<file path="src/rtl/riscv_dmem_bridge.sv">
// LSU-to-bus data memory bridge: buffers LSU requests, issues loads/stores on a
// single-beat valid/ready bus and returns in-order completions, including locally completed CMOs.
module riscv_dmem_bridge #(
  parameter int REQ_DEPTH = 4
) (
  input  logic        clk_i,
  input  logic        rst_i,
  input  logic [31:0] mem_addr_i,
  input  logic [31:0] mem_data_wr_i,
  input  logic        mem_rd_i,
  input  logic [3:0]  mem_wr_i,
  input  logic        mem_cacheable_i,
  input  logic [10:0] mem_req_tag_i,
  input  logic        mem_invalidate_i,
  input  logic        mem_flush_i,
  output logic        mem_accept_o,
  output logic        mem_ack_o,
  output logic        mem_error_o,
  output logic [10:0] mem_resp_tag_o,
  output logic [31:0] mem_data_rd_o,
  output logic        bus_valid_o,
  input  logic        bus_ready_i,
  output logic [31:0] bus_addr_o,
  output logic [31:0] bus_wdata_o,
  output logic [3:0]  bus_wstrb_o,
  output logic        bus_cacheable_o,
  input  logic        bus_resp_valid_i,
  input  logic [31:0] bus_resp_data_i,
  input  logic        bus_resp_error_i
);

  localparam int PW = $clog2(REQ_DEPTH);
  localparam int CW = PW + 1;
  localparam logic [CW-1:0] FULL = CW'(REQ_DEPTH);

  typedef struct packed {
    logic [31:0] addr;
    logic [31:0] wdata;
    logic [3:0]  wstrb;
    logic        cacheable;
    logic [10:0] tag;
    logic        is_cmo;
  } req_t;

  typedef struct packed {
    logic [10:0] tag;
    logic        is_load;
  } out_t;

  req_t          rq_mem [REQ_DEPTH];
  logic [PW-1:0] rq_wr_ptr, rq_rd_ptr;
  logic [CW-1:0] rq_count;
  out_t          oq_mem [REQ_DEPTH];
  logic [PW-1:0] oq_wr_ptr, oq_rd_ptr;
  logic [CW-1:0] oq_count;
  logic [CW-1:0] inflight_q, inflight_d;

  req_t new_req, head;
  out_t oq_head;
  logic req_present, capture, rq_empty, oq_empty;
  logic issue_fire, resp_pop, cmo_done, rq_pop;

  assign req_present = mem_rd_i | (|mem_wr_i) | mem_invalidate_i | mem_flush_i;
  assign capture     = req_present & mem_accept_o;

  // CMO beats store beats, store beats load; a CMO never carries strobes.
  assign new_req.addr      = mem_addr_i;
  assign new_req.wdata     = mem_data_wr_i;
  assign new_req.is_cmo    = mem_invalidate_i | mem_flush_i;
  assign new_req.wstrb     = new_req.is_cmo ? 4'b0 : mem_wr_i;
  assign new_req.cacheable = mem_cacheable_i;
  assign new_req.tag       = mem_req_tag_i;

  assign head     = rq_mem[rq_rd_ptr];
  assign oq_head  = oq_mem[oq_rd_ptr];
  assign rq_empty = (rq_count == '0);
  assign oq_empty = (oq_count == '0);

  // Bus side is driven purely from stored state, so payload holds until the handshake.
  assign bus_valid_o     = !rq_empty && !head.is_cmo;
  assign bus_addr_o      = bus_valid_o ? head.addr  : '0;
  assign bus_wdata_o     = bus_valid_o ? head.wdata : '0;
  assign bus_wstrb_o     = bus_valid_o ? head.wstrb : '0;
  assign bus_cacheable_o = bus_valid_o & head.cacheable;

  assign issue_fire = bus_valid_o & bus_ready_i;
  assign resp_pop   = bus_resp_valid_i & !oq_empty;
  // A CMO waits for every earlier bus access to complete; a response takes the ack slot first.
  assign cmo_done   = !rq_empty & head.is_cmo & oq_empty & !bus_resp_valid_i;
  assign rq_pop     = issue_fire | cmo_done;

  // NOTE: every always_comb output gets a default first so no latch is inferred.
  always_comb begin
    inflight_d = inflight_q;
    case ({capture, mem_ack_o})
      2'b10:   inflight_d = inflight_q + CW'(1);
      2'b01:   inflight_d = inflight_q - CW'(1);
      default: inflight_d = inflight_q;
    endcase
  end

  // NOTE: storage arrays carry no reset; occupancy counters alone define validity.
  always_ff @(posedge clk_i) begin
    if (capture)    rq_mem[rq_wr_ptr] <= new_req;
    if (issue_fire) oq_mem[oq_wr_ptr] <= {head.tag, (head.wstrb == 4'b0)};
  end

  // NOTE: sequential state uses non-blocking assignments only.
  always_ff @(posedge clk_i or negedge rst_i) begin
    if (!rst_i) begin
      rq_wr_ptr      <= '0;
      rq_rd_ptr      <= '0;
      rq_count       <= '0;
      oq_wr_ptr      <= '0;
      oq_rd_ptr      <= '0;
      oq_count       <= '0;
      inflight_q     <= '0;
      mem_accept_o   <= 1'b1;
      mem_ack_o      <= 1'b0;
      mem_error_o    <= 1'b0;
      mem_resp_tag_o <= '0;
      mem_data_rd_o  <= '0;
    end else begin
      if (capture) rq_wr_ptr <= rq_wr_ptr + PW'(1);
      if (rq_pop)  rq_rd_ptr <= rq_rd_ptr + PW'(1);
      case ({capture, rq_pop})
        2'b10:   rq_count <= rq_count + CW'(1);
        2'b01:   rq_count <= rq_count - CW'(1);
        default: rq_count <= rq_count;
      endcase

      if (issue_fire) oq_wr_ptr <= oq_wr_ptr + PW'(1);
      if (resp_pop)   oq_rd_ptr <= oq_rd_ptr + PW'(1);
      case ({issue_fire, resp_pop})
        2'b10:   oq_count <= oq_count + CW'(1);
        2'b01:   oq_count <= oq_count - CW'(1);
        default: oq_count <= oq_count;
      endcase

      inflight_q   <= inflight_d;
      mem_accept_o <= (inflight_d != FULL);

      if (resp_pop) begin
        mem_ack_o      <= 1'b1;
        mem_error_o    <= bus_resp_error_i;
        mem_resp_tag_o <= oq_head.tag;
        mem_data_rd_o  <= oq_head.is_load ? bus_resp_data_i : '0;
      end else if (cmo_done) begin
        mem_ack_o      <= 1'b1;
        mem_error_o    <= 1'b0;
        mem_resp_tag_o <= head.tag;
        mem_data_rd_o  <= '0;
      end else begin
        mem_ack_o      <= 1'b0;
        mem_error_o    <= 1'b0;
        mem_resp_tag_o <= '0;
        mem_data_rd_o  <= '0;
      end
    end
  end

endmodule
</file>
<file path="config.mk">
export PLATFORM = sky130hd
export DESIGN_NAME = riscv_dmem_bridge
export DESIGN_NICKNAME = d
export VERILOG_FILES = /design/src/rtl/riscv_dmem_bridge.sv
export SDC_FILE = /design/constraint.sdc
export NUM_CORES = 1
export LEC_CHECK = 0
export BUFFER_PORTS_ARGS = -buffer_cell sky130_fd_sc_hd__buf_2
export CORE_UTILIZATION = 51
export DETAILED_ROUTE_END_ITERATION = 8
export PLACE_DENSITY = 0.74
export SLEW_MARGIN = 20
export SYNTH_ARGS = -nofsm -noshare
export SYNTH_HDL_FRONTEND = slang
export SYNTH_SLANG_ARGS = --single-unit
</file>
<file path="constraint.sdc">
create_clock -name clk_i -period 3.35 [get_ports clk_i]
set_input_delay 0.335 -clock clk_i [delete_from_list [all_inputs] [get_ports clk_i]]
set_output_delay 0.335 -clock clk_i [all_outputs]
set_load 0.01 [all_outputs]
</file>
* Yosys cells after proc, flatten, opt, wreduce, memory -nomap -nowiden *
Memory sizes are Yosys's and may differ from the RTL's.
Cells that the tools add are included.
Widths: inputs -> output; s select.

storage, ports and cells
  input bits = 120
  bits in writable memories = 372
  word-level logic and storage cells = 72
  memories = 2
  bits in registers = 63
  output and inout bits = 116

operators by class
  mux-type cells = 18
  eq/ne operators = 7
  reductions and logical operators = 11
  $add $sub $neg = 10
  bitwise logic cells = 12

memory list
  memory  words  width  read ports  clocked after memory_dff  write ports  RTL line  text
  rq_mem  4      81     1           0                         1            50        req_t rq_mem [REQ_DEPTH];
  oq_mem  4      12     1           0                         1            53        out_t oq_mem [REQ_DEPTH];

operators with widths
  kind                 number
  $mux 32              4
  $mux 11              2
  $pmux 3 s2           3
  $add 3x1->3 const B  3
  $sub 3x1->3 const B  3
  $add 2x1->2 const B  4
  $mux 4               2
  $and 1x1->1          7
  $mux 1               7
  $eq 2x1->1 const B   3
  $eq 2x2->1 const B   3
  $logic_not 3->1      2
  $or 1x1->1           5
  $logic_not 1->1      4
  $logic_not 4->1      1
  $reduce_bool 2->1    2
  $reduce_or 4->1      1
  $ne 3x3->1 const B   1
  $logic_and 1x1->1    1

* Logic depth before layout (Yosys ltp) *
  word-level depth = 8
  mapped depth = 11
  depth with buffers taken out = 11

* Worst setup path before layout *
No wires, ideal clock.

  kind = register to register
  from = register mem_accept_o
  to = memory rq_mem[0][0] (netlist name) (enable)
  clock period less this slack = 3.173 ns
  stages on the path, launching flop included = 3
  data required time = 2.902 ns
  path slack = 0.177 ns
  setup time = 0.448 ns
  arrival = 2.725 ns
  buffers on the path = 0
  cell sequence = dfstp_2 > o31a_1 > and2_1

between the ends
  cells in the longest elaborated chain, start to end = 3

RTL lines
  element                       RTL line  text
  from (decl)                   16        output logic mem_accept_o,
  from (signal assigned)        141       mem_accept_o <= (inflight_d != FULL);
  $and 1x1->1                   64        assign capture = req_present & mem_accept_o;
  $mux 1                        104       if (capture) rq_mem[rq_wr_ptr] <= new_req;
  $mux 1 (implied by the code)  104
  to (decl)                     50

No other way between the ends.

* Worst setup path in the final report *
  from = register rq_rd_ptr[0]
  to = output bus_addr_o[29]

between the ends
  cells in the longest elaborated chain, start to end = 4

RTL lines
  element                 RTL line  text
  from (decl)             51        logic [PW-1:0] rq_wr_ptr, rq_rd_ptr;
  from (signal assigned)  125       if (rq_pop) rq_rd_ptr <= rq_rd_ptr + PW'(1);
  $mem_v2 4x81 (*)        n/a
  $logic_not 1->1         80        assign bus_valid_o = !rq_empty && !head.is_cmo;
  $logic_and 1x1->1       80
  $mux 32 (*)             81        assign bus_addr_o = bus_valid_o ? head.addr : '0;
  to (decl)               23        output logic [31:0] bus_addr_o,

Every way passes the cells marked *; elsewhere a longest branch is shown, timed or not.

==> impl_metrics.toml <==
[logic_synthesis]
ys.warnings.count = 0
syn_avg_cell_area_um2 = 21.5
syn_area_um2 = 16400
synthXorXnorAreaFrac = 0.00848
muxShareOfSynthArea = 0.130
ys_seq_area_frac = 0.778
synth_top_area_frac = 0.682
synthAdderAreaFrac = 0.0121
synth_cells = 761
synth_compound_area_frac = 0.00733
synth_top_family_by_area = "multiplexers"
synth_area_leaders = "edfxtp_1 (68%), mux4_2 (13%), dfrtp_1 (9.5%)"
synthesis.nets = 895
synth_seq_cells = 435
yosys.area.top_type = "edfxtp_1"
synth-simple-area-share = 0.0509
synth.distinct_cells = 32

[clock_network]
cts_tree = "done"
max-clock-path-buffers = 3
clk_latency_ns = 0.54
clock_sinks = 435
cts_buffers = 44
cts-root-buf = "clkbuf_16"
cts_max_level = 2
clk_pin_slew_ns = 0.06

[timing]
hold_viol_final = 0
clock.fmax_ghz = 0.348
tightest_slew_ns = 0.865
drv_slew = 0
finClkSkew_ns = 0.0126
maxSlewHeadroom = 0.423
rsz0062_at_grt = "false"
tns_ns = 0
setup_violations = 0
min_period_ns = 2.87
finalCritPeriodShare = 0.857
fin_ws_ns = 0.480

[placed_design]
dp_hpwl_um = 18400
preCtsSetupSlack_ns = 0.624
gp_congestion = 0.716
dp_cells = 1383
io_buffers = 235

[setup_path]
start_kind = "flip-flop"
path_class = "flip-flop to output pin"
cp_max_fo = 82
cp_slowest_stage_delay_ns = 0.60
crit_chain = "buf_12 -> mux4_2 -> and2_1 -> buf_2"
arrival_ns = 2.54
crit_required_ns = 3.01
cp_slowest_cell = "mux4_2"
end_kind = "output pin"

[pwr]
p_sw_uw = 5870
power.total_uw = 19200
pwr_density_cell_nw_per_um2 = 955
p_leak_uw = 0.00773
sw_frac_of_total = 0.305
power_frac_comb = 0.319
peakVddDrop_mv = 0.860
seqPwrFrac = 0.439
intPower_uw = 13400
clkPwrFrac = 0.242

[global_routing]
antenna_found_initial = 4
overflow = 0
grt_use_total = 0.194
grt_max_degree = 83
grt_pass1_wl_um = 48400
grt_pass1_vias = 8652

[routing]
route.detailed.drc = 0
ant_nets = 0
vias = 8231
first_pass_iters = 5
wire_per_inst_um = 20.5
drt_iter0_drc = 639
drt_wl_total_um = 31300
vias_per_cell = 5.39

[outcome]
status = "finished clean"

[floorplanning]
die_y_um = 181
die_area_um2 = 32800
rows = 65
coreArea_um2 = 31600
num_io_pins = 236
start_util = 0.519
die_w_um = 181

[cells_and_area]
area_growth_pct = 22.9
finalNonFillerCells = 1527
num-fill-cells = 2185
nets = 1222
layout-drive-gt1-share = 0.376

[worst_hold_path]
holdCritPathClass = "input port to flip-flop"

[run]
maxCapViolCount = 0
[final cells by class]
type | count | area, µm² | share of cell area
Sequential cell | 435 | 12800 | 0.634
Multi-Input combinational cell | 273 | 3430 | 0.170
Timing Repair Buffer | 318 | 2000 | 0.0994
Clock buffer | 62 | 1210 | 0.0600
Tap cell | 402 | 503 | 0.0250
Clock inverter | 19 | 169 | 0.00839
Inverter | 16 | 60.1 | 0.00298
Antenna cell | 2 | 5.00 | 0.000249
[worst max-delay path, delay by kind of cell, from the launching register on]
kind          cells  cell delay [ns]
buf+inv           2             0.65
mux               1             0.60
flops             1             0.44
simple gates      1             0.18
[per-layer routing]
layer,global-route usage,wire (µm),vias to the layer above
li1,-,-,3687
met1,0.256,13100,4198
met2,0.317,15200,295
met3,0.0540,2310,47
met4,0.0539,617,4
met5,0,27,-
[through the flow]
| step | hold WS, ns | cell area (µm²) | util |
|---|---|---|---|
| 3_3_place_gp | 0.453 | 18100 | 0.575 |
| 5_1_grt | 0.00111 | 20100 | 0.638 |
| 6_report | 0.0128 | 20100 | 0.638 |
| 3_5_place_dp | 0.461 | 18100 | 0.575 |
| 4_1_cts | 0.0000261 | 20100 | 0.638 |
| 2_1_floorplan | 0.0394 | 16400 | - |
[final timing paths]
kind	from	cells after the start	end	slack, ns
worst max register to register	rq_rd_ptr[0]	9	rq_count[2]	0.62
worst min register to register	inflight_q[2]	1	inflight_q[2]	0.47
min in group asynchronous	rst_i	2	mem_resp_tag_o[4]	0.44
max in group asynchronous	rst_i	3	mem_accept_o	2.12
worst min-delay path	mem_data_wr_i[17]	1	rq_mem[2][34]	0.01
worst max-delay path	rq_rd_ptr[0]	4	bus_addr_o[29]	0.48
[repair_timing]
item | CTS | global route
gates resized for setup | 0 | 0
setup endpoints to repair | 0 | 0
hold endpoints to repair | 254 | 4
hold buffers | 60 | 1
buffers inserted | 0 | 0
[cell usage after synthesis]
library cell,n
nor2b_1,1
nor2_2,1
and2_1,82
and4bb_4,1
a22o_1,11
buf_2,14
xor2_1,7
buf_1,2
nor3b_4,1
clkbuf_1,20
and3_1,32
buf_4,1
inv_1,16
mux4_2,93
xor2_2,1
or2_4,1
ha_1,11
or4_1,1
dfrtp_1,62
or2_1,1
o21ai_0,1
edfxtp_1,372
mux2i_1,3
nor4_1,1
o21ai_1,2
nor3_1,2
dfstp_2,1
xnor2_1,7
fa_1,3
nand2_1,4
o31a_1,1
nor2_1,5
[registers in the layout, summed over array words and instances (netlist names)]
| name | count |
|---|---|
| inflight_q | 3 |
| mem_accept_o | 1 |
| mem_ack_o | 1 |
| mem_data_rd_o | 32 |
| mem_error_o | 1 |
| mem_resp_tag_o | 11 |
| oq_count | 3 |
| oq_mem | 48 |
| oq_rd_ptr | 2 |
| oq_wr_ptr | 2 |
| rq_count | 3 |
| rq_mem | 324 |
| rq_rd_ptr | 2 |
| rq_wr_ptr | 2 |
[cell usage in the layout (no fill, tap or decap), types with 2 or more instances in the layout]
master / n
ha_1: 11
buf_12: 4
clkbuf_1: 14
dfrtp_4: 2
clkbuf_8: 4
clkinv_1: 8
o21ai_1: 2
and3_1: 32
nor2_1: 5
dlygate4sd3_1: 61
clkinv_2: 5
buf_4: 18
xnor2_1: 7
a22o_1: 11
diode_2: 2
edfxtp_1: 372
mux4_2: 93
bufinv_16: 2
fa_1: 3
inv_1: 16
clkbuf_16: 44
and2_4: 4
and2_1: 78
nor3_1: 2
xor2_1: 7
mux2i_1: 3
nand2_1: 4
dfrtp_1: 60
buf_2: 235
[logic make-up (layout without fill, tap and decap cells)]
group	Yosys count	after routing
other	0	2
buffers and inverters	53	415
and+or+nand+nor	133	133
xor gates and xnor gates	15	15
adders and majority gates	14	14
DFF	435	435
AOI/OAI and AO/OA	15	15
muxes	96	96
[power groups by stage]
stage | Combinational [µW] | Clock [µW] | Sequential, µW
3_5_place_dp | 6180 | 0 | 8540
2_1_floorplan | 3980 | 0 | 8510
3_3_place_gp | 6100 | 0 | 8460
6_report | 6130 | 4660 | 8440
5_1_grt | 6680 | 4960 | 8580
4_1_cts | 6270 | 4730 | 8450
Note: power is estimated with default switching activity, not from simulation.
